--- src/rtl/dmem_lsu.sv ---
// Data-memory load/store unit: single-outstanding CPU access against a word-wide dmem.
// Define DMEM_LSU_SUBWORD_EN to enable byte/half accesses (read-modify-write for sub-word stores).
module dmem_lsu #(
  parameter int WORD_ADDR_W = 9
) (
  input  logic                   clk,
  input  logic                   rst_n,
  input  logic                   reqValid,
  output logic                   reqReady,
  input  logic                   reqWrite,
  input  logic [1:0]             reqSize,
  input  logic                   reqSigned,
  input  logic [WORD_ADDR_W+1:0] reqAddr,
  input  logic [31:0]            reqWdata,
  output logic                   respValid,
  input  logic                   respReady,
  output logic [31:0]            respRdata,
  output logic                   respErr,
  output logic [WORD_ADDR_W-1:0] memReadAddress,
  input  logic [31:0]            memReadData,
  output logic [WORD_ADDR_W-1:0] memWriteAddress,
  output logic [31:0]            memWriteData,
  output logic                   memWriteEn
);

  typedef enum logic [2:0] {
    IDLE,
    LOAD,
`ifdef DMEM_LSU_SUBWORD_EN
    RMW_RD,
`endif
    WRITE,
    RESP
  } state_t;

  state_t                 state;
  logic                   reqLegal;
  logic [WORD_ADDR_W-1:0] reqWordIdx;
  logic [31:0]            loadVal;

`ifdef DMEM_LSU_SUBWORD_EN
  logic [1:0]  rSize;
  logic        rSigned;
  logic [1:0]  rLane;
  logic [15:0] rWdata;
  logic [31:0] laneData;
  logic [31:0] mergedWord;
`else
  logic unusedSink;
  assign unusedSink = reqSigned;
`endif

  assign reqReady   = (state == IDLE);
  assign reqWordIdx = reqAddr[WORD_ADDR_W+1:2];

  always_comb begin
`ifdef DMEM_LSU_SUBWORD_EN
    case (reqSize)
      2'b00:   reqLegal = 1'b1;
      2'b01:   reqLegal = ~reqAddr[0];
      2'b10:   reqLegal = (reqAddr[1:0] == 2'b00);
      default: reqLegal = 1'b0;
    endcase
`else
    reqLegal = (reqSize == 2'b10) && (reqAddr[1:0] == 2'b00);
`endif
  end

`ifdef DMEM_LSU_SUBWORD_EN
  // Shared lane extraction for loads and lane insertion for read-modify-write stores.
  always_comb begin
    laneData = memReadData >> {rLane, 3'b000};
    case (rSize)
      2'b00:   loadVal = {{24{rSigned & laneData[7]}}, laneData[7:0]};
      2'b01:   loadVal = {{16{rSigned & laneData[15]}}, laneData[15:0]};
      default: loadVal = memReadData;
    endcase
    mergedWord = memReadData;
    if (rSize == 2'b00) mergedWord[{rLane, 3'b000} +: 8] = rWdata[7:0];
    else                mergedWord[{rLane[1], 4'b0000} +: 16] = rWdata;
  end
`else
  assign loadVal = memReadData;
`endif

  always_ff @(posedge clk or negedge rst_n) begin
    if (!rst_n) begin
      state           <= IDLE;
      respValid       <= 1'b0;
      respRdata       <= '0;
      respErr         <= 1'b0;
      memReadAddress  <= '0;
      memWriteAddress <= '0;
      memWriteData    <= '0;
      memWriteEn      <= 1'b0;
`ifdef DMEM_LSU_SUBWORD_EN
      rSize           <= '0;
      rSigned         <= 1'b0;
      rLane           <= '0;
      rWdata          <= '0;
`endif
    end else begin
      case (state)
        IDLE: if (reqValid) begin
          memReadAddress <= reqWordIdx;
`ifdef DMEM_LSU_SUBWORD_EN
          rSize   <= reqSize;
          rSigned <= reqSigned;
          rLane   <= reqAddr[1:0];
          rWdata  <= reqWdata[15:0];
`endif
          if (!reqLegal) begin
            state     <= RESP;
            respValid <= 1'b1;
            respErr   <= 1'b1;
            respRdata <= '0;
          end else if (!reqWrite) begin
            state <= LOAD;
`ifdef DMEM_LSU_SUBWORD_EN
          end else if (reqSize != 2'b10) begin
            state           <= RMW_RD;
            memWriteAddress <= reqWordIdx;
`endif
          end else begin
            state           <= WRITE;
            memWriteEn      <= 1'b1;
            memWriteAddress <= reqWordIdx;
            memWriteData    <= reqWdata;
          end
        end
        LOAD: begin
          state     <= RESP;
          respValid <= 1'b1;
          respErr   <= 1'b0;
          respRdata <= loadVal;
        end
`ifdef DMEM_LSU_SUBWORD_EN
        RMW_RD: begin
          state        <= WRITE;
          memWriteEn   <= 1'b1;
          memWriteData <= mergedWord;
        end
`endif
        WRITE: begin
          state      <= RESP;
          memWriteEn <= 1'b0;
          respValid  <= 1'b1;
          respErr    <= 1'b0;
          respRdata  <= '0;
        end
        RESP: if (respReady) begin
          state     <= IDLE;
          respValid <= 1'b0;
          respErr   <= 1'b0;
          respRdata <= '0;
        end
        default: state <= IDLE;
      endcase
    end
  end

endmodule

--- config.mk ---
export PLATFORM = sky130hd
export DESIGN_NAME = dmem_lsu
export DESIGN_NICKNAME = d
export VERILOG_FILES = /design/src/rtl/dmem_lsu.sv
export SDC_FILE = /design/constraint.sdc
export NUM_CORES = 1
export LEC_CHECK = 0
export ABC_AREA = 1
export CORE_ASPECT_RATIO = 2
export CORE_UTILIZATION = 30
export DETAILED_ROUTE_END_ITERATION = 8
export DONT_BUFFER_PORTS = 1
export GPL_TIMING_DRIVEN = 0
export PLACE_DENSITY = 0.48
export SKIP_CTS_REPAIR_TIMING = 1
export SYNTH_ARGS = -nofsm -noshare
export SYNTH_HDL_FRONTEND = slang
export SYNTH_SLANG_ARGS = --single-unit
--- constraint.sdc ---
create_clock -name clk -period 1.7 [get_ports clk]
set_input_delay 0.51 -clock clk [delete_from_list [all_inputs] [get_ports clk]]
set_output_delay 0.51 -clock clk [all_outputs]
set_load 0.05 [all_outputs]
==> results.md <==
* Core area at 0.0130 mm²
* Final #Nets at 547
* Power per Cell Area at 2020 mW/mm²
* Routed via count at 2839
* Pwr Total at 10.1 mW
* Initial antenna violation count at 0
* Clock tree sinks at 87
* CTS max path bufs at 2
* Worst Clk Skew at 0.00498 ns
* Critical path class: reg -> reg
* Total Routing Usage GR at 14.4%
* Slew at the pin closest to its max-slew limit at 0.572 ns
* RR Startpoint: state[1]
* Total grt overflow at 0
* DR pass1 iterations at 4
* H-tree Lvls at 3
* Final ANT Viol Nets at 0
* Clk slew on worst S/H paths at 0.06 ns
* Area after DPL at 0.00417 mm²
* Final hold vios at 87
* Area growth syn-to-layout at 25.1%
* Most frequent cell after synthesis: nand2_1
* Mapped Cells at 434
* Synth top area cells: dfrtp_1 55%, nand2_1 16%, o21ai_2 6.8%, nand3b_1 6.2%, inv_1 5.0%
* Clock latency on the worst-skew pair at 0.33 ns
* Synth Cell Area at 0.00397 mm²
* Syn. warnings at 0
* Gpl congestion at 0.742
* Reg area at 0.00218 mm²
* Worst slew margin at 61.8%
* RSZ-0062 raised after global routing: true
* VDD IR max at 0.901 mV
* Flop-to-flop setup slack at -0.03 ns
* Io pins at 169
* Die Area at 0.0137 mm²
* Fmax at 579 MHz
* Setup TNS at -0.344 ns
* HP Class: in -> async
* Vias in the first global route at 2863
* Post-synth cell types at 22
* Utilization after layout at 38.2%
* Synth area leader: dfrtp_1
* Worst endpoint required time at 1.97 ns
* EDFF count, synth at 0
* Share of layout cells above drive strength 1 at 27.5%
* Synth cell count leaders: 166 x nand2_1, 87 x dfrtp_1, 53 x inv_1
* Critical path arrival at 1.99 ns
* R2r endpoint: respRdata[12]
* CTS root buffer: clkbuf_16
* Inserted Diodes at 0
* Initial Util at 30.6%
* Die X at 83.3 µm
* Total wire length at 10200 µm
* Final setup fails at 32
* CP startpoint: state[1]
* Vias/cell at 4.60
* Buffers on Ports at 0
* Final period util at 102%
* Min Hold Slack at -0.130 ns
* Ys async rst share at 100%
* Global-route wire length before repair at 15200 µm
* WL/cell at 16.5 µm
* Failing checks: hold timing, setup timing
* Leakage dissipation at 2.52 nW
* Final WS setup at -0.0262 ns
* Post-synth net total at 521
* Max-cap viol count at 0
* CTS tree: built
* Fillers at 1336
* Status: finished, violations left
* Slew Viols, Final at 0
* Num rows at 59
* Total CTS buffers at 9
* Most common flop cell mapped by yosys: dfrtp_1
* Reg2reg path depth at 12
* Register area share after synthesis at 54.8%
* Die height at 165 µm
* Largest net degree at the start of global routing at 88
* Remaining DRCs at 0
* 1st-iter DRT viols at 117
* Period minus WS final at 1.73 ns
* Area of the multi-input gates at 0.00159 mm²
* Worst-path maximum fanout at 9
* Worst setup SP type: flop
* Post-synthesis sequential element count at 87
* Detailed placer's ending HPWL at 7220 µm
* Critical Path End: respRdata[12]
* Synthesized area per cell at 9.15 µm²
* Worst Setup End Kind: flop
* Cell area after layout at 0.00497 mm²
* Yosys top cell area share at 54.8%
-- critical path: stages (launching register included) --
cell and delay, ns:
dfrtp_1 0.42, inv_2 0.10, ha_4 0.25, buf_8 0.16, inv_2 0.05, nor2_4 0.10
inv_2 0.05, nand2_4 0.08, inv_8 0.06, nand2_8 0.11, clkbuf_16 0.16, nand2_1 0.04
nand2_1 0.07
-- kinds of logic after synthesis --
group | share of synthesized area (%)
buf+inv | 10.2
simple gates | 24.5
fa+ha+maj | 1.26
flops | 54.8
compound gates | 9.23
-- area by class of cell --
type | instances | share of cell area, %
sequential | 87 | 43.8
multi-input combinational | 268 | 32.0
timing repair buffer | 15 | 5.06
clock buffer | 11 | 4.89
buffer | 22 | 4.76
inverter | 57 | 4.51
tap | 152 | 3.83
clock inverter | 5 | 1.16
-- worst min-delay path by stage --
| stage | start | to | cells past startpoint |
|---|---|---|---|
| floorplan | rst_n | memReadAddress[0] | 0 |
| global placement | rst_n | memWriteData[6] | 0 |
| CTS | rst_n | memWriteData[6] | 0 |
| global route | rst_n | memWriteData[5] | 0 |
| finish | rst_n | memWriteData[6] | 0 |
| detailed placement | rst_n | memWriteData[6] | 0 |
-- state kept, by name (all words and copies together), names as in the netlist --
register,flops
memWriteData,32
respRdata,32
memReadAddress,9
memWriteAddress,9
state,2
memWriteEn,1
respErr,1
respValid,1
-- through the flow --
stage / worst slack, ns / hold WS, ns / std cells
5_1_grt: -0.137 / -0.156 / 617
2_1_floorplan: 0.0435 / 0.214 / 434
3_3_place_gp: -0.127 / 0.216 / 586
3_5_place_dp: -0.170 / 0.216 / 586
4_1_cts: -0.174 / -0.154 / 602
6_report: -0.0262 / -0.130 / 617
-- cell usage in the layout (no fill, tap or decap), types with 7 or more instances in the layout --
master	Yosys	final
buf_4	4	8
buf_8	0	7
clkbuf_16	0	16
dfrtp_1	87	87
inv_1	53	51
nand2_1	166	134
nand2_2	2	19
nand2_4	1	16
nand3b_1	33	33
o21ai_0	14	9
o21ai_1	5	9
o21ai_2	31	32
-- per-layer routing --
layer  vias to the layer above  wire, µm  global-route usage [%]
li1                       1380         -                       -
met1                      1343      3480                    13.9
met2                       100      5770                    26.9
met3                        16       623                    4.45
met4                         0       312                    7.52
met5                         -         0                       0
-- report_power, final --
| group | leakage [nW] | switching, mW | internal, mW |
|---|---|---|---|
| sequential | 1.16 | 2.99 | 2.71 |
| clock | 0.138 | 0.803 | 1.18 |
| combinational | 1.22 | 1.23 | 1.14 |
(Power assumes the default switching activity.)
